--- config.mk ---
export PLATFORM = sky130hd
export DESIGN_NAME = alu_add_pipe_flat
export DESIGN_NICKNAME = d
export VERILOG_FILES = /design/src/rtl/alu_add_pipe_pkg.sv /design/src/rtl/alu_add_pipe_if.sv /design/src/rtl/alu_add_pipe_cla_segment.sv /design/src/rtl/alu_add_pipe.sv /design/src/flat_wrapper.sv
export SDC_FILE = /design/constraint.sdc
export NUM_CORES = 1
export LEC_CHECK = 0
export ABC_AREA = 1
export CAP_MARGIN = 20
export CORE_MARGIN = 1
export CORE_UTILIZATION = 60
export CTS_CLUSTER_DIAMETER = 150
export DETAILED_ROUTE_END_ITERATION = 12
export DONT_BUFFER_PORTS = 1
export GPL_TIMING_DRIVEN = 0
export HOLD_SLACK_MARGIN = 0.15
export PLACE_DENSITY = 0.8
export RECOVER_POWER = 50
export SYNTH_ARGS = -nofsm -noshare
export SYNTH_HDL_FRONTEND = slang
export SYNTH_SLANG_ARGS = --single-unit
export TNS_END_PERCENT = 10
--- constraint.sdc ---
create_clock -name clk -period 1.66 [get_ports clk]
set_input_delay 0.498 -clock clk [delete_from_list [all_inputs] [get_ports clk]]
set_output_delay 0.498 -clock clk [all_outputs]
set_load 0.05 [all_outputs]
--- src/rtl/alu_add_pipe_pkg.sv ---
// Shared types and sizing helpers for the pipelined carry-lookahead adder/subtractor.
package alu_add_pkg;
  typedef enum logic {OP_ADD, OP_SUB} op_t;

  localparam int DEF_WIDTH  = 16;
  localparam int DEF_STAGES = 4;

  // Bits resolved per pipeline stage; guarded so a bad STAGES reaches the config check.
  function automatic int seg_w(int width, int stages);
    return (stages < 1) ? width : width / stages;
  endfunction
endpackage

--- src/rtl/alu_add_pipe_if.sv ---
// Operand-issue and result-writeback handshake bundle for alu_add_pipe.
interface alu_add_pipe_if import alu_add_pkg::*; #(
  parameter int WIDTH = DEF_WIDTH
) ();
  logic               in_valid;
  logic               in_ready;
  logic [WIDTH-1:0]   in_a;
  logic [WIDTH-1:0]   in_b;
  logic               in_cin;
  op_t                in_op;
  logic               out_valid;
  logic               out_ready;
  logic [2*WIDTH-1:0] out_sum;
  logic               out_cout;
  logic               out_ovf;

  modport master (
    output in_valid, in_a, in_b, in_cin, in_op, out_ready,
    input  in_ready, out_valid, out_sum, out_cout, out_ovf
  );
  modport slave (
    input  in_valid, in_a, in_b, in_cin, in_op, out_ready,
    output in_ready, out_valid, out_sum, out_cout, out_ovf
  );
endinterface

--- src/rtl/alu_add_pipe_cla_segment.sv ---
// Combinational SEG_W-bit carry-lookahead segment with group propagate/generate.
module cla_segment #(
  parameter int SEG_W = 4
) (
  input  logic [SEG_W-1:0] a,
  input  logic [SEG_W-1:0] b,
  input  logic             cin,
  output logic [SEG_W-1:0] sum,
  output logic             cout,
  output logic             group_p,
  output logic             group_g
);
  logic [SEG_W-1:0] p, g, pp, gg;
  logic [SEG_W:0]   c;

  assign p = a ^ b;
  assign g = a & b;

  // Prefix P/G per bit so every carry is a two-level function of cin.
  always_comb begin
    pp    = '0;
    gg    = '0;
    c     = '0;
    pp[0] = p[0];
    gg[0] = g[0];
    for (int i = 1; i < SEG_W; i++) begin
      pp[i] = p[i] & pp[i-1];
      gg[i] = g[i] | (p[i] & gg[i-1]);
    end
    c[0] = cin;
    for (int i = 0; i < SEG_W; i++)
      c[i+1] = gg[i] | (pp[i] & cin);
  end

  assign sum     = p ^ c[SEG_W-1:0];
  assign cout    = c[SEG_W];
  assign group_p = pp[SEG_W-1];
  assign group_g = gg[SEG_W-1];
endmodule

--- src/rtl/alu_add_pipe.sv ---
// WIDTH-bit adder/subtractor resolving one lookahead segment per stage, global-stall flow control.
module alu_add_pipe import alu_add_pkg::*; #(
  parameter int WIDTH  = DEF_WIDTH,
  parameter int STAGES = DEF_STAGES
) (
  input  logic         clk,
  input  logic         rst_n,
  alu_add_pipe_if.slave bus
);
  localparam int SEG_W = seg_w(WIDTH, STAGES);

  if (STAGES < 1 || (WIDTH % STAGES) != 0) begin : g_bad_cfg
    $fatal(1, "alu_add_pipe: WIDTH must be a multiple of STAGES and STAGES >= 1");
  end

  logic [STAGES:0]          vld_pipe;
  logic                     stall;
  logic [WIDTH-1:0]         b_eff;
  logic [STAGES-1:0][1:0]   grp_pg_unused;  // group P/G kept for a future second lookahead level
  logic [WIDTH-1:0]         res_s;
  logic                     res_c, res_sub, res_am, res_bm;

  assign stall        = vld_pipe[STAGES] & ~bus.out_ready;
  assign bus.in_ready = ~stall;
  assign b_eff        = (bus.in_op == OP_SUB) ? ~bus.in_b : bus.in_b;

  always_ff @(posedge clk or negedge rst_n) begin
    if (!rst_n)      vld_pipe <= '0;
    else if (!stall) vld_pipe <= {vld_pipe[STAGES-1:0], bus.in_valid};
  end

  // Stage k holds the operand bits not yet added; they shrink by SEG_W each step.
  for (genvar k = 0; k < STAGES; k++) begin : g_stg
    localparam int REM = WIDTH - k*SEG_W;
    logic [REM-1:0]   a_r, b_r, a_ld, b_ld;
    logic [WIDTH-1:0] s_r, s_ld, s_nxt;
    logic             sub_r, c_r, am_r, bm_r;
    logic             sub_ld, c_ld, am_ld, bm_ld;
    logic [SEG_W-1:0] sum;
    logic             cout;

    if (k == 0) begin : g_head
      assign a_ld   = bus.in_a;
      assign b_ld   = b_eff;
      assign sub_ld = (bus.in_op == OP_SUB);
      assign c_ld   = bus.in_cin ^ sub_ld;
      assign am_ld  = bus.in_a[WIDTH-1];
      assign bm_ld  = b_eff[WIDTH-1];
      assign s_ld   = '0;
    end else begin : g_tail
      assign a_ld   = g_stg[k-1].a_r[REM+SEG_W-1:SEG_W];
      assign b_ld   = g_stg[k-1].b_r[REM+SEG_W-1:SEG_W];
      assign sub_ld = g_stg[k-1].sub_r;
      assign c_ld   = g_stg[k-1].cout;
      assign am_ld  = g_stg[k-1].am_r;
      assign bm_ld  = g_stg[k-1].bm_r;
      assign s_ld   = g_stg[k-1].s_nxt;
    end

    always_ff @(posedge clk or negedge rst_n) begin
      if (!rst_n) begin
        a_r <= '0; b_r <= '0; s_r <= '0;
        sub_r <= 1'b0; c_r <= 1'b0; am_r <= 1'b0; bm_r <= 1'b0;
      end else if (!stall) begin
        a_r <= a_ld; b_r <= b_ld; s_r <= s_ld;
        sub_r <= sub_ld; c_r <= c_ld; am_r <= am_ld; bm_r <= bm_ld;
      end
    end

    cla_segment #(.SEG_W(SEG_W)) u_cla (
      .a       (a_r[SEG_W-1:0]),
      .b       (b_r[SEG_W-1:0]),
      .cin     (c_r),
      .sum     (sum),
      .cout    (cout),
      .group_p (grp_pg_unused[k][1]),
      .group_g (grp_pg_unused[k][0])
    );

    assign s_nxt = s_r | (WIDTH'(sum) << (k*SEG_W));
  end

  always_ff @(posedge clk or negedge rst_n) begin
    if (!rst_n) begin
      res_s <= '0; res_c <= 1'b0; res_sub <= 1'b0; res_am <= 1'b0; res_bm <= 1'b0;
    end else if (!stall) begin
      res_s   <= g_stg[STAGES-1].s_nxt;
      res_c   <= g_stg[STAGES-1].cout;
      res_sub <= g_stg[STAGES-1].sub_r;
      res_am  <= g_stg[STAGES-1].am_r;
      res_bm  <= g_stg[STAGES-1].bm_r;
    end
  end

  // A SUB without carry out is a borrow: sign-extend the difference with ones.
  assign bus.out_valid = vld_pipe[STAGES];
  assign bus.out_sum   = {(res_sub ? {WIDTH{~res_c}} : WIDTH'(res_c)), res_s};
  assign bus.out_cout  = res_c;
  assign bus.out_ovf   = (res_am == res_bm) && (res_s[WIDTH-1] != res_am);
endmodule
--- src/flat_wrapper.sv ---
// flat-port wrapper written by rule: the top's interface ports become plain ports
module alu_add_pipe_flat import alu_add_pkg::*;
#(
  parameter int WIDTH  = DEF_WIDTH,
  parameter int STAGES = DEF_STAGES
)
  (clk, rst_n, bus_in_valid, bus_in_a, bus_in_b, bus_in_cin, bus_in_op, bus_out_ready, bus_in_ready, bus_out_valid, bus_out_sum, bus_out_cout, bus_out_ovf);
  alu_add_pipe_if #(.WIDTH(WIDTH)) bus_i ();
  input  logic clk;
  input  logic rst_n;
  input wire logic [$bits(bus_i.in_valid)-1:0] bus_in_valid;
  input wire logic [$bits(bus_i.in_a)-1:0] bus_in_a;
  input wire logic [$bits(bus_i.in_b)-1:0] bus_in_b;
  input wire logic [$bits(bus_i.in_cin)-1:0] bus_in_cin;
  input wire logic [$bits(bus_i.in_op)-1:0] bus_in_op;
  input wire logic [$bits(bus_i.out_ready)-1:0] bus_out_ready;
  output wire logic [$bits(bus_i.in_ready)-1:0] bus_in_ready;
  output wire logic [$bits(bus_i.out_valid)-1:0] bus_out_valid;
  output wire logic [$bits(bus_i.out_sum)-1:0] bus_out_sum;
  output wire logic [$bits(bus_i.out_cout)-1:0] bus_out_cout;
  output wire logic [$bits(bus_i.out_ovf)-1:0] bus_out_ovf;
  assign bus_i.in_valid = bus_in_valid;
  assign bus_i.in_a = bus_in_a;
  assign bus_i.in_b = bus_in_b;
  assign bus_i.in_cin = bus_in_cin;
  assign bus_i.in_op = bus_in_op;
  assign bus_i.out_ready = bus_out_ready;
  assign bus_in_ready = bus_i.in_ready;
  assign bus_out_valid = bus_i.out_valid;
  assign bus_out_sum = bus_i.out_sum;
  assign bus_out_cout = bus_i.out_cout;
  assign bus_out_ovf = bus_i.out_ovf;
  alu_add_pipe #(.WIDTH(WIDTH), .STAGES(STAGES)) u_core (.clk(clk), .rst_n(rst_n), .bus(bus_i));
endmodule
==> results.json <==
{
  "place_area_mm2": 0.006415,
  "use_met2": 0.4505,
  "ctsHoldBuffers": 18,
  "ys_ff_latch": 137,
  "synth.distinct_cells": 21,
  "drt-vias-per-instance": 5.237,
  "dp_worst_setup_slack_ns": -0.1269,
  "cp.required_ns": 1.16,
  "io_buffers": 0,
  "yosysTopAreaCell": "dfrtp_1",
  "grt_overflow": 0,
  "clock-sinks": 137,
  "core_area_mm2": 0.009910,
  "hp-class": "in2async",
  "rows": 36,
  "netlist_area_mm2": 0.006226,
  "place_hpwl_mm": 8.880,
  "final_core_util": 0.7398,
  "grt_pass1_wl_mm": 22.79,
  "final-hold-violation-count": 137,
  "htree_levels": 4,
  "critPathMaxFanout": 7,
  "track_usage": 0.2734,
  "ant_nets": 0,
  "grt.busiest_layer": "met2",
  "synth_top_area_frac": 0.5506,
  "cpPeakStageDelay_ns": 0.52,
  "slew_viol_final": 0,
  "worst_pin_slew_ns": 0.5924,
  "layout_common_cells": "nand2_1, dfrtp_1, inv_1, o21ai_0, nand3_1",
  "endpoint_kind": "output port",
  "syn_nets": 766,
  "num_vias": 4682,
  "status": "complete, but fails checks",
  "powerDensity_mw_per_mm2": 2230,
  "rr_worst_depth": 6,
  "first_pass_iters": 5,
  "globalRouteMet1Util": 0.3517,
  "cts_buffers": 17,
  "wl_per_cell_um": 15.24,
  "setup_tns_ns": -10.03,
  "layout_commonest_cell": "nand2_1",
  "root_buffer": "clkbuf_8",
  "start_util": 0.6283,
  "violations": "negative hold slack, negative setup slack",
  "dp.cells": 840,
  "min_period_ns": 2.282,
  "crit_type": "reg2out",
  "antennaDiodeCount": 0,
  "p_leak_nw": 3.748,
  "clk_transition_reported_paths_ns": 0.06,
  "grt_pass1_vias": 4687,
  "crit_slowest_cell": "dfrtp_2",
  "antenna_found_initial": 0,
  "max_freq_mhz": 438.1,
  "drtIter0Drc": 301,
  "final_cell_area_mm2": 0.007331,
  "met3_usage": 0.06642,
  "clk_latency_ns": 0.53,
  "nFillCells": 682,
  "crit_family": "flip-flops",
  "routed_wl_mm": 13.62,
  "hold_slack_ns": -0.3348,
  "cap_violations": 0,
  "dieWidth_um": 103.9,
  "grt_max_degree": 138,
  "post-route-period-util": 1.375,
  "rsz0062_at_grt": "yes",
  "syn_area_per_cell_um2": 8.806,
  "drc_errors": 0,
  "cp_num_buf_inv": 3,
  "die_y_um": 103.9,
  "worst_slack_ns": -0.6224,
  "relSlewSlack": 0.6051,
  "cp.depth": 4,
  "io_pins": 74,
  "ys_seq_area_frac": 0.5506,
  "cts_tree": "done",
  "setup_viol": 18,
  "worst_ep_arrival_time_ns": 1.78,
  "synthToLayoutAreaGrowth_pct": 17.75,
  "die_area_mm2": 0.01079,
  "crit_path_start_kind": "flip-flop",
  "crit_chain": "inv_2 > ha_4 > buf_8 > buf_6",
  "drive_gt1_frac": 0.1498,
  "postSynthCellCount": 707,
  "clockBufferDepth": 2,
  "power.total_mw": 16.35,
  "yosys_warnings": 0,
  "ir_drop_mv": 1.355,
  "final_nets": 807,
  "synth_area_leaders": "dfrtp_1, nand2_1, o21ai_0",
  "skew_ns": 0.006119,
  "gp_congestion": 0.8557,
  "fin_cells": 894
}
## cells in the mapped netlist
cell type	instances
buf_4	29
o21ai_2	10
nor2_1	11
buf_6	6
xnor2_1	17
or2_2	1
dfrtp_1	137
nand2_1	309
fa_1	4
o21ai_0	54
buf_2	8
xor2_1	4
o21ai_1	6
inv_2	1
inv_1	59
clkbuf_1	3
nand3_1	25
nor2_2	1
a21oi_1	4
ha_1	17
o22ai_2	1
## cells by family (layout without fill, tap and decap cells)
logic type                 Yosys count  count (layout)  synth area share
and+or+nand+nor                    347             347            0.2150
DFF                                137             137            0.5506
buffers and inverters              106             160           0.09023
AOI/OAI and AO/OA                   75              75           0.06752
adders and majority gates           21              21           0.04703
xor gates and xnor gates            21              21           0.02954
## area by class of cell
cell class,count,area [µm²],share of cell area
Multi-Input combinational cell,464,2256,0.3077
Inverter,60,229.0,0.03123
Clock inverter,12,173.9,0.02372
Timing Repair Buffer,22,221.5,0.03021
Tap cell,133,166.4,0.02270
Clock buffer,20,435.4,0.05940
Buffer,46,397.9,0.05428
Sequential cell,137,3451,0.4707
## final timing paths
| check | startpoint | to | slack (ns) |
|---|---|---|---|
| worst max-delay path | u_core.bus.out_cout | bus_out_sum[31] | -0.62 |
| worst min-delay path | rst_n | u_core.g_stg[3].sub_r | -0.33 |
| worst max register to register | u_core.vld_pipe[4] | u_core.g_stg[0].a_r[8] | 0.03 |
| worst min register to register | u_core.g_stg[0].b_r[6] | u_core.g_stg[1].b_r[2] | 0.47 |
| max in group asynchronous | rst_n | u_core.vld_pipe[4] | 1.76 |
| min in group clk | bus_in_b[2] | u_core.g_stg[0].b_r[2] | 0.16 |
## flip-flops by register name, summed over array words and instances, names as in the netlist
| register | cells |
|---|---|
| u_core.g_stg.s_r | 24 |
| u_core.g_stg.sub_r | 4 |
| u_core.g_stg.a_r | 36 |
| u_core.g_stg.bm_r | 4 |
| u_core.bus.out_cout | 1 |
| u_core.vld_pipe | 5 |
| u_core.res_am | 1 |
| u_core.g_stg.am_r | 4 |
| u_core.res_s | 16 |
| u_core.g_stg.c_r | 4 |
| u_core.g_stg.b_r | 36 |
| u_core.res_bm | 1 |
| u_core.res_sub | 1 |
## layer usage
| metal | vias up | part of all wire |
|---|---|---|
| met5 | - | 0 |
| li1 | 2246 | - |
| met1 | 2249 | 0.43 |
| met3 | 21 | 0.056 |
| met4 | 0 | 0.018 |
| met2 | 166 | 0.49 |
## where the power goes
group          switching (mW)  leakage, nW  internal (mW)  total, mW
logic                    3.78         1.80           2.18       5.96
clock network            1.41        0.299           2.48       3.88
registers                1.65         1.65           4.86       6.50
total                    6.84         3.75           9.51       16.3
## timing repair
action	in CTS	in global routing
setup buffers	2	2
setup endpoints to repair	43	37
pin swaps	1	0
resized for setup	36	6
hold endpoints to repair	155	137
(Power assumes the default switching activity.)
